--- config.mk ---
export PLATFORM = sky130hd
export DESIGN_NAME = wr_port_decoder
export DESIGN_NICKNAME = d
export VERILOG_FILES = /design/src/rtl/wr_port_decoder.sv
export SDC_FILE = /design/constraint.sdc
export NUM_CORES = 1
export LEC_CHECK = 0
export ABC_AREA = 1
export CAP_MARGIN = 20
export CORE_MARGIN = 4
export CORE_UTILIZATION = 40
export CTS_CLUSTER_SIZE = 8
export DETAILED_ROUTE_END_ITERATION = 16
export PLACE_DENSITY = 0.76
export SYNTH_ARGS = -nofsm -noshare
export SYNTH_HDL_FRONTEND = slang
export SYNTH_SLANG_ARGS = --single-unit
--- constraint.sdc ---
create_clock -name clk -period 4.65 [get_ports clk]
set_input_delay 0.6975 -clock clk [delete_from_list [all_inputs] [get_ports clk]]
set_output_delay 0.6975 -clock clk [all_outputs]
set_load 0.02 [all_outputs]
--- src/rtl/wr_port_decoder.sv ---
// -----------------------------------------------------------------------------
// wr_port_decoder
// Registered multi-port write-enable decoder for the register file.
// Each of NPORTS write ports decodes its select into a one-hot slice of
// 2**SEL_W enables. When several enabled ports target the same register,
// the highest-numbered port (youngest in program order) keeps the write and
// the older ports are suppressed. Cycles in which at least one collision was
// resolved are flagged and counted in a saturating counter.
//
// Optional feature macro: WR_ZERO_REG_MASK_EN
//   When defined, any port selecting ZERO_IDX (the hardwired-zero register)
//   is dropped before arbitration, so writes to it never collide or count.
// -----------------------------------------------------------------------------
module wr_port_decoder #(
    parameter int SEL_W    = 5,
    parameter int NPORTS   = 2,
    parameter int CNT_W    = 8,
    parameter int ZERO_IDX = 31
) (
    input  logic                          clk,
    input  logic                          reset,
    input  logic [NPORTS*SEL_W-1:0]       wr_sel,
    input  logic [NPORTS-1:0]             wr_en,
    input  logic                          stall,
    output logic [NPORTS*(2**SEL_W)-1:0]  we,
    output logic [(2**SEL_W)-1:0]         we_any,
    output logic                          collision,
    output logic [CNT_W-1:0]              collision_cnt
);

    localparam int NOUT = 2**SEL_W;
    localparam logic [CNT_W-1:0] CNT_MAX      = {CNT_W{1'b1}};
    localparam logic [NOUT-1:0]  ONE_HOT_BASE = {{(NOUT-1){1'b0}}, 1'b1};

`ifdef WR_ZERO_REG_MASK_EN
    localparam logic [SEL_W-1:0] ZERO_SEL = SEL_W'(ZERO_IDX);
`endif

    // Elaboration-time sanity checks on the configuration.
    if (NPORTS < 1 || NPORTS > 4) begin : g_bad_nports
        $error("wr_port_decoder: NPORTS must be in 1..4");
    end
    if (ZERO_IDX < 0 || ZERO_IDX >= NOUT) begin : g_bad_zero_idx
        $error("wr_port_decoder: ZERO_IDX out of decode range");
    end

    logic [SEL_W-1:0]       sel_s [NPORTS];
    logic [NPORTS-1:0]      req_s;
    logic [NPORTS-1:0]      win_s;
    logic                   coll_s;
    logic [NPORTS*NOUT-1:0] we_next_s;
    logic [NOUT-1:0]        any_next_s;

    logic [NPORTS*NOUT-1:0] we_r;
    logic [NOUT-1:0]        we_any_r;
    logic                   collision_r;
    logic [CNT_W-1:0]       cnt_r;

    // Split the packed select bus per port and form each port's write request.
    always_comb begin
        req_s = '0;
        for (int p = 0; p < NPORTS; p++) begin
            sel_s[p] = wr_sel[p*SEL_W +: SEL_W];
`ifdef WR_ZERO_REG_MASK_EN
            if (sel_s[p] == ZERO_SEL) begin
                req_s[p] = 1'b0;
            end else begin
                req_s[p] = wr_en[p];
            end
`else
            req_s[p] = wr_en[p];
`endif
        end
    end

    // Youngest-port-wins arbitration: an older port loses if any younger
    // requesting port targets the same register.
    always_comb begin
        win_s  = req_s;
        coll_s = 1'b0;
        for (int p = 0; p < NPORTS; p++) begin
            for (int q = p + 1; q < NPORTS; q++) begin
                if (req_s[p] && req_s[q] && (sel_s[p] == sel_s[q])) begin
                    win_s[p] = 1'b0;
                    coll_s   = 1'b1;
                end else begin
                    coll_s   = coll_s;
                end
            end
        end
    end

    // One-hot decode of the surviving writes and their union.
    always_comb begin
        we_next_s  = '0;
        any_next_s = '0;
        for (int p = 0; p < NPORTS; p++) begin
            if (win_s[p]) begin
                we_next_s[p*NOUT +: NOUT] = ONE_HOT_BASE << sel_s[p];
            end else begin
                we_next_s[p*NOUT +: NOUT] = '0;
            end
            any_next_s = any_next_s | we_next_s[p*NOUT +: NOUT];
        end
    end

    // Output register stage with stall hold and saturating collision counter.
    always_ff @(posedge clk or posedge reset) begin
        if (reset) begin
            we_r        <= '0;
            we_any_r    <= '0;
            collision_r <= 1'b0;
            cnt_r       <= '0;
        end else if (!stall) begin
            we_r        <= we_next_s;
            we_any_r    <= any_next_s;
            collision_r <= coll_s;
            if (coll_s && (cnt_r != CNT_MAX)) begin
                cnt_r <= cnt_r + {{(CNT_W-1){1'b0}}, 1'b1};
            end else begin
                cnt_r <= cnt_r;
            end
        end else begin
            we_r        <= we_r;
            we_any_r    <= we_any_r;
            collision_r <= collision_r;
            cnt_r       <= cnt_r;
        end
    end

    assign we            = we_r;
    assign we_any        = we_any_r;
    assign collision     = collision_r;
    assign collision_cnt = cnt_r;

endmodule

==> metrics.csv, run 1 <==
metric;value;unit
setup TNS;0;ns
upper clock frequency limit;0.424;GHz
post-synth top area share;54.5;%
Max Cap Viol;0;
CP endpoint kind;flip-flop;
commonest non-fill, non-tap cells in the layout;172 x nand2_1, 117 x clkdlybuf4s50_1, 105 x dfrtp_1;
Final setup viols;0;
clock buffer depth;2;
root buf cell;clkbuf_16;
outcome;finished, final reports clean;
H-tree depth;3;
multi-input logic area;0.00193;mm^2
Hold Path Class;reg2reg;
fin crit period;2.36;ns
Comb pwr share;10.2;%
Slowest cell on crit path;clkdlybuf4s50_1;
design area;0.00636;mm^2
drt total wl;13.9;mm
# IOs;120;
Initial Util;41.5;%
Mapped Nets;550;
Clock transition at path regs;0.07;ns
Worst Path Buf+Inv;3;
WS Path Type;in2reg;
Slew headroom;36.4;%
final clock skew;0.00220;ns
Syn Inst Count;534;
Seq cells post-synth;105;
nature of the critical path startpoint;primary input;
placer's final routability congestion estimate;0.854;
Synth-to-Final Area Change;31.8;%
Avg Inst Size Synth;9.03;um^2
Clk Latency, worst-skew pair;0.35;ns
pin count of the biggest net entering global routing;78;
Avg Vias per Cell;5.34;
I/O Buffers;119;
Die ar.;0.0139;mm^2
CTS buffer count;9;
GRT Util Overall;20.3;%
antenna viol nets, final;0;
Avg WL per Cell;17.8;um
# hold bufs at CTS;0;
Sequential Power Share;49.7;%
commonest non-fill, non-tap cell in the layout;nand2_1;
iteration-0 DRC count of the detailed router;353;
Post CTS Setup Buffer Count;0;
switch share;25.4;%
crit path DAT;2.59;ns
CP peak stage delay;0.69;ns
Pint;1.41;mW
yosys warns;0;
DR vias;4191;
Row Count;39;
Pwr Density;298;mW/mm^2
Final Hold Fails;0;
Max VDD drop;0.154;mV
Register Area;0.00263;mm^2
main area contributors after synthesis;dfrtp_1 54%, nand2_1 13%, nand4_2 7.8%;
# diodes;0;
Critical Path Most Common Cell;nand2_1;
crit-path max FO;33;
crit share post-route;50.7;%
Remaining Overflow, GRT;0;
filler instances;1098;
Net Switching;481;uW
post-synthesis instance area;0.00482;mm^2
slew at the pin closest to its max-slew limit;0.953;ns
Crit path required time;4.89;ns
core area;0.0116;mm^2
Die Span Y;118;um
RSZ-0062 raised after global routing;false;
Seq/Total Area, Yosys;54.5;%
first-pass GRT wire length;22.7;mm
placed inst area;0.00603;mm^2
max-slew violation count;0;
post-CTS resize count;0;
initial antenna violation count;0;
final net count;653;
Leak;3.50;nW
drt drc;0;
die width;118;um
leading area contributor after synthesis;dfrtp_1;
layout cells sized above 1;11.2;%
Critical Path, Cell by Cell;clkdlybuf4s50_1, inv_2, nand2_1, nand2_1, inv_1, nand2_2, nor2_4, nand2_4, nand4_1, nand2_1;
vias in the first global route;4223;
post-DP HPWL;10.0;mm
clock share of power;40.0;%
count of different cell masters after synthesis;26;
Min Hold Slack;0.487;ns
CTS tree;yes;
drt pass-1 iters;7;
CP top delay family;simple AND/OR/NAND/NOR gates;
clk sinks;105;
## metrics by stage
step / instances / util (%) / setup WS (ns) / total power [mW]
2_1_floorplan: 534 / - / 1.19 / 1.08
3_3_place_gp: 768 / 51.9 / 1.99 / 1.15
3_5_place_dp: 768 / 51.9 / 1.95 / 1.15
4_1_cts: 784 / 54.5 / 2.32 / 1.90
5_1_grt: 785 / 54.7 / 2.08 / 1.97
6_report: 785 / 54.7 / 2.29 / 1.89
## state kept, by name, indices dropped and copies added (netlist names)
| register | count |
|---|---|
| collision | 1 |
| we_any | 32 |
| we | 64 |
| collision_cnt | 8 |
## worst register-to-register path, delay by kind of cell, from the launching register on
| kind | cells | cell delay, ns |
|---|---|---|
| and+or+nand+nor | 6 | 0.86 |
| DFF | 1 | 0.41 |
| adders and majority gates | 1 | 0.23 |
## power groups by stage
stage | Combinational [mW] | Sequential (mW) | Clock (mW)
after global routing | 0.213 | 0.944 | 0.812
final | 0.194 | 0.942 | 0.758
after global placement | 0.189 | 0.960 | 0
after floorplan | 0.0986 | 0.979 | 0
after CTS | 0.192 | 0.942 | 0.768
after detailed placement | 0.191 | 0.960 | 0
## metal layers
| layer | GRT usage [%] | part of all wire [%] |
|---|---|---|
| met4 | 5.49 | 1.2 |
| met2 | 31.8 | 47 |
| met3 | 5.96 | 6.5 |
| met1 | 27.5 | 45 |
| met5 | 0 | 0 |
## final timing paths
path	start	to	slack, ns	cells past startpoint
worst max-delay path	wr_sel[3]	we_any[31]	2.29	10
worst min-delay path	we[59]	we[59]	0.49	2
worst max register to register	collision_cnt[0]	collision_cnt[5]	3.09	7
worst min register to register	we[59]	we[59]	0.49	2
max in group asynchronous	reset	we[25]	3.24	3
min in group asynchronous	reset	we[3]	0.69	2
## logic make-up after synthesis
group           share of synthesized area [%]
compound gates                           7.13
flops                                    54.5
fa+ha+maj                               0.259
buf+inv                                  5.47
simple gates                             32.1
xor+xnor                                0.545
## area by class of cell
cell class,instances,area share [%]
Clock inverter,5,1.00
Tap cell,143,2.81
Inverter,20,1.30
Multi-Input combinational cell,377,30.4
Clock buffer,11,3.66
Sequential cell,105,41.3
Timing Repair Buffer,124,19.5
## synthesized netlist by cell type
library cell / number
nand2_1: 172
dfrtp_1: 105
nor2_1: 53
o21ai_0: 34
a21oi_1: 33
nand4_2: 30
nand4_1: 27
clkbuf_1: 13
nand3_1: 13
inv_1: 10
buf_2: 9
inv_2: 8
buf_6: 5
buf_4: 4
nor2_4: 4
inv_4: 2
nand3_2: 2
xnor2_1: 2
buf_1: 1
ha_1: 1
nand2_2: 1
nand2_4: 1
nand3b_1: 1
nor2_2: 1
o21ai_2: 1
xor2_1: 1
No activity file was read; power rests on OpenSTA's default activity.
==> inputs of run 2 (changes only) <==
--- a/config.mk
+++ b/config.mk
@@ -11,7 +11,7 @@
 export CORE_UTILIZATION = 40
 export CTS_CLUSTER_SIZE = 8
 export DETAILED_ROUTE_END_ITERATION = 16
-export PLACE_DENSITY = 0.76
+export PLACE_DENSITY = 0.79
 export SYNTH_ARGS = -nofsm -noshare
 export SYNTH_HDL_FRONTEND = slang
 export SYNTH_SLANG_ARGS = --single-unit
==> constraint.sdc (replaced) <==
create_clock -name clk -period 2.09 [get_ports clk]
set_input_delay 0.3135 -clock clk [delete_from_list [all_inputs] [get_ports clk]]
set_output_delay 0.3135 -clock clk [all_outputs]
set_load 0.02 [all_outputs]
==> metrics.csv, run 2 (synthesized netlist as in run 1, its figures left out) <==
metric;value;unit;change
drt pass-1 iters;5;;-2
die width;118;um;unchanged
vias in the first global route;4390;;+4.0%
WS Path Type;reg2out;;
CTS buffer count;9;;unchanged
Crit path required time;1.78;ns;-3.11 ns
final clock skew;0.00181;ns;-0.000391 ns
Pwr Density;655;mW/mm^2;+120%
GRT Util Overall;20.7;%;+0.44 points
fin util;56.0;%;+1.3 points
crit path DAT;1.48;ns;-1.11 ns
antenna viol nets, final;0;;unchanged
Remaining Overflow, GRT;0;;unchanged
multi-input logic area;0.00193;mm^2;unchanged
Register Area;0.00263;mm^2;unchanged
fin crit period;1.80;ns;
Avg Vias per Cell;5.44;;+1.9%
Initial Util;41.5;%;unchanged
DR vias;4364;;+4.1%
Row Count;39;;unchanged
initial antenna violation count;0;;unchanged
clock buffer depth;2;;unchanged
non-filler cells, final;802;;+2.2%
drt total wl;14.4;mm;+3.5%
max-slew violation count;0;;unchanged
Hold Path Class;in2async;;
CP peak stage delay;0.66;ns;-0.03 ns
slew at the pin closest to its max-slew limit;0.532;ns;-0.421 ns
filler instances;1025;;-6.6%
Post-Place Cells;786;;+2.3%
Worst R2R Path Depth;7;;unchanged
Die Span Y;118;um;unchanged
placer's final routability congestion estimate;0.907;;+6.3%
post-DP HPWL;10.3;mm;+2.9%
Slowest cell on crit path;clkdlybuf4s50_1;;
Final Hold Fails;0;;unchanged
Max Cap Viol;0;;unchanged
I/O Buffers;119;;unchanged
commonest non-fill, non-tap cells in the layout;172 x nand2_1, 117 x clkdlybuf4s50_1, 105 x dfrtp_1;;
iteration-0 DRC count of the detailed router;419;;+19%
root buf cell;clkbuf_16;;
fin worst setup slack;0.292;ns;-2.00 ns
Post CTS Setup Buffer Count;0;;unchanged
Worst Path Buf+Inv;1;;-2
# IOs;120;;unchanged
Avg WL per Cell;18.0;um;+1.3%
# hold bufs at CTS;0;;unchanged
Critical Path, Cell by Cell;clkdlybuf4s50_1;;
pin count of the biggest net entering global routing;51;;-35%
worst r2r src;collision_cnt[0];;
nature of the critical path startpoint;flip-flop;;
Max VDD drop;0.377;mV;+150%
final net count;670;;+2.6%
Synth-to-Final Area Change;34.8;%;
Final setup viols;0;;unchanged
internal reg-to-reg setup slack;0.46;ns;-2.63 ns
commonest non-fill, non-tap cell in the layout;nand2_1;;
CP endpoint kind;output pin;;
RSZ-0062 raised after global routing;false;;
setup TNS;0;ns;unchanged
CTS tree;yes;;
worst r2r dst;collision_cnt[3];;
first-pass GRT wire length;23.2;mm;+2.2%
H-tree depth;3;;unchanged
crit-path max FO;6;;-82%
Clock transition at path regs;0.08;ns;about the same
core area;0.0116;mm^2;unchanged
DP Worst Slack;-0.0507;ns;-2.00 ns
CP top delay family;buffers and inverters;;
max reg flops;64;;unchanged
drt drc;0;;unchanged
Die ar.;0.0139;mm^2;unchanged
clk sinks;105;;unchanged
# diodes;0;;unchanged
Clk Latency, worst-skew pair;0.35;ns;about the same
Slew headroom;64.5;%;+28 points
crit share post-route;86.0;%;
post-CTS resize count;0;;unchanged
outcome;finished, final reports clean;;
Leak;3.59;nW;+2.6%
layout cells sized above 1;13.8;%;+2.6 points
upper clock frequency limit;0.556;GHz;
run 2: cell count changes in the layout (fill, tap and decap cells not counted), sizes merged:
cell      change
inv           +1
buf          +17
clkbuf        -1
bufinv        -1
clkinvlp      +1
run 2: through the flow:
stage / hold slack [ns] / power (mW) / area (um^2)
2_1_floorplan: 0.558 / 2.40 / 4830
3_3_place_gp: 0.467 / 2.59 / 6210
3_5_place_dp: 0.468 / 2.60 / 6210
4_1_cts: 0.314 / 4.27 / 6500
5_1_grt: 0.330 / 4.39 / 6500
6_report: 0.310 / 4.26 / 6500
run 2: power breakdown:
part	internal, mW	leakage, nW	switching [mW]
Sequential	2.07	1.46	0.0312
Clock	0.872	0.145	0.823
Combinational	0.160	1.99	0.306
run 2: worst max path at each step:
stage               slack, ns              from                to  cells past startpoint
finish                   0.29  collision_cnt[3]  collision_cnt[3]                      1
global route             0.20         wr_sel[6]        we_any[20]                     10
CTS                      0.30  collision_cnt[3]  collision_cnt[3]                      1
detailed placement      -0.05         wr_sel[1]        we_any[19]                      8
global placement        0.007         wr_sel[6]             we[9]                     10
floorplan                0.52             reset         collision                      1
run 2: layout make-up:
cell class / count / area share (%)
Sequential cell: 105 / 40.4
Multi-Input combinational cell: 377 / 29.7
Timing Repair Buffer: 141 / 21.3
Clock buffer: 10 / 3.67
Tap cell: 143 / 2.75
Inverter: 20 / 1.29
Clock inverter: 6 / 0.904
run 2: layer usage:
layer / global-route usage (%) / share of wire (%) / up-vias
met3: 5.81 / 9.4 / 26
met4: 6.23 / 1.8 / 0
met2: 33.3 / 47 / 198
met1: 27.3 / 42 / 2126
li1: - / - / 2014
met5: 0 / 0 / -
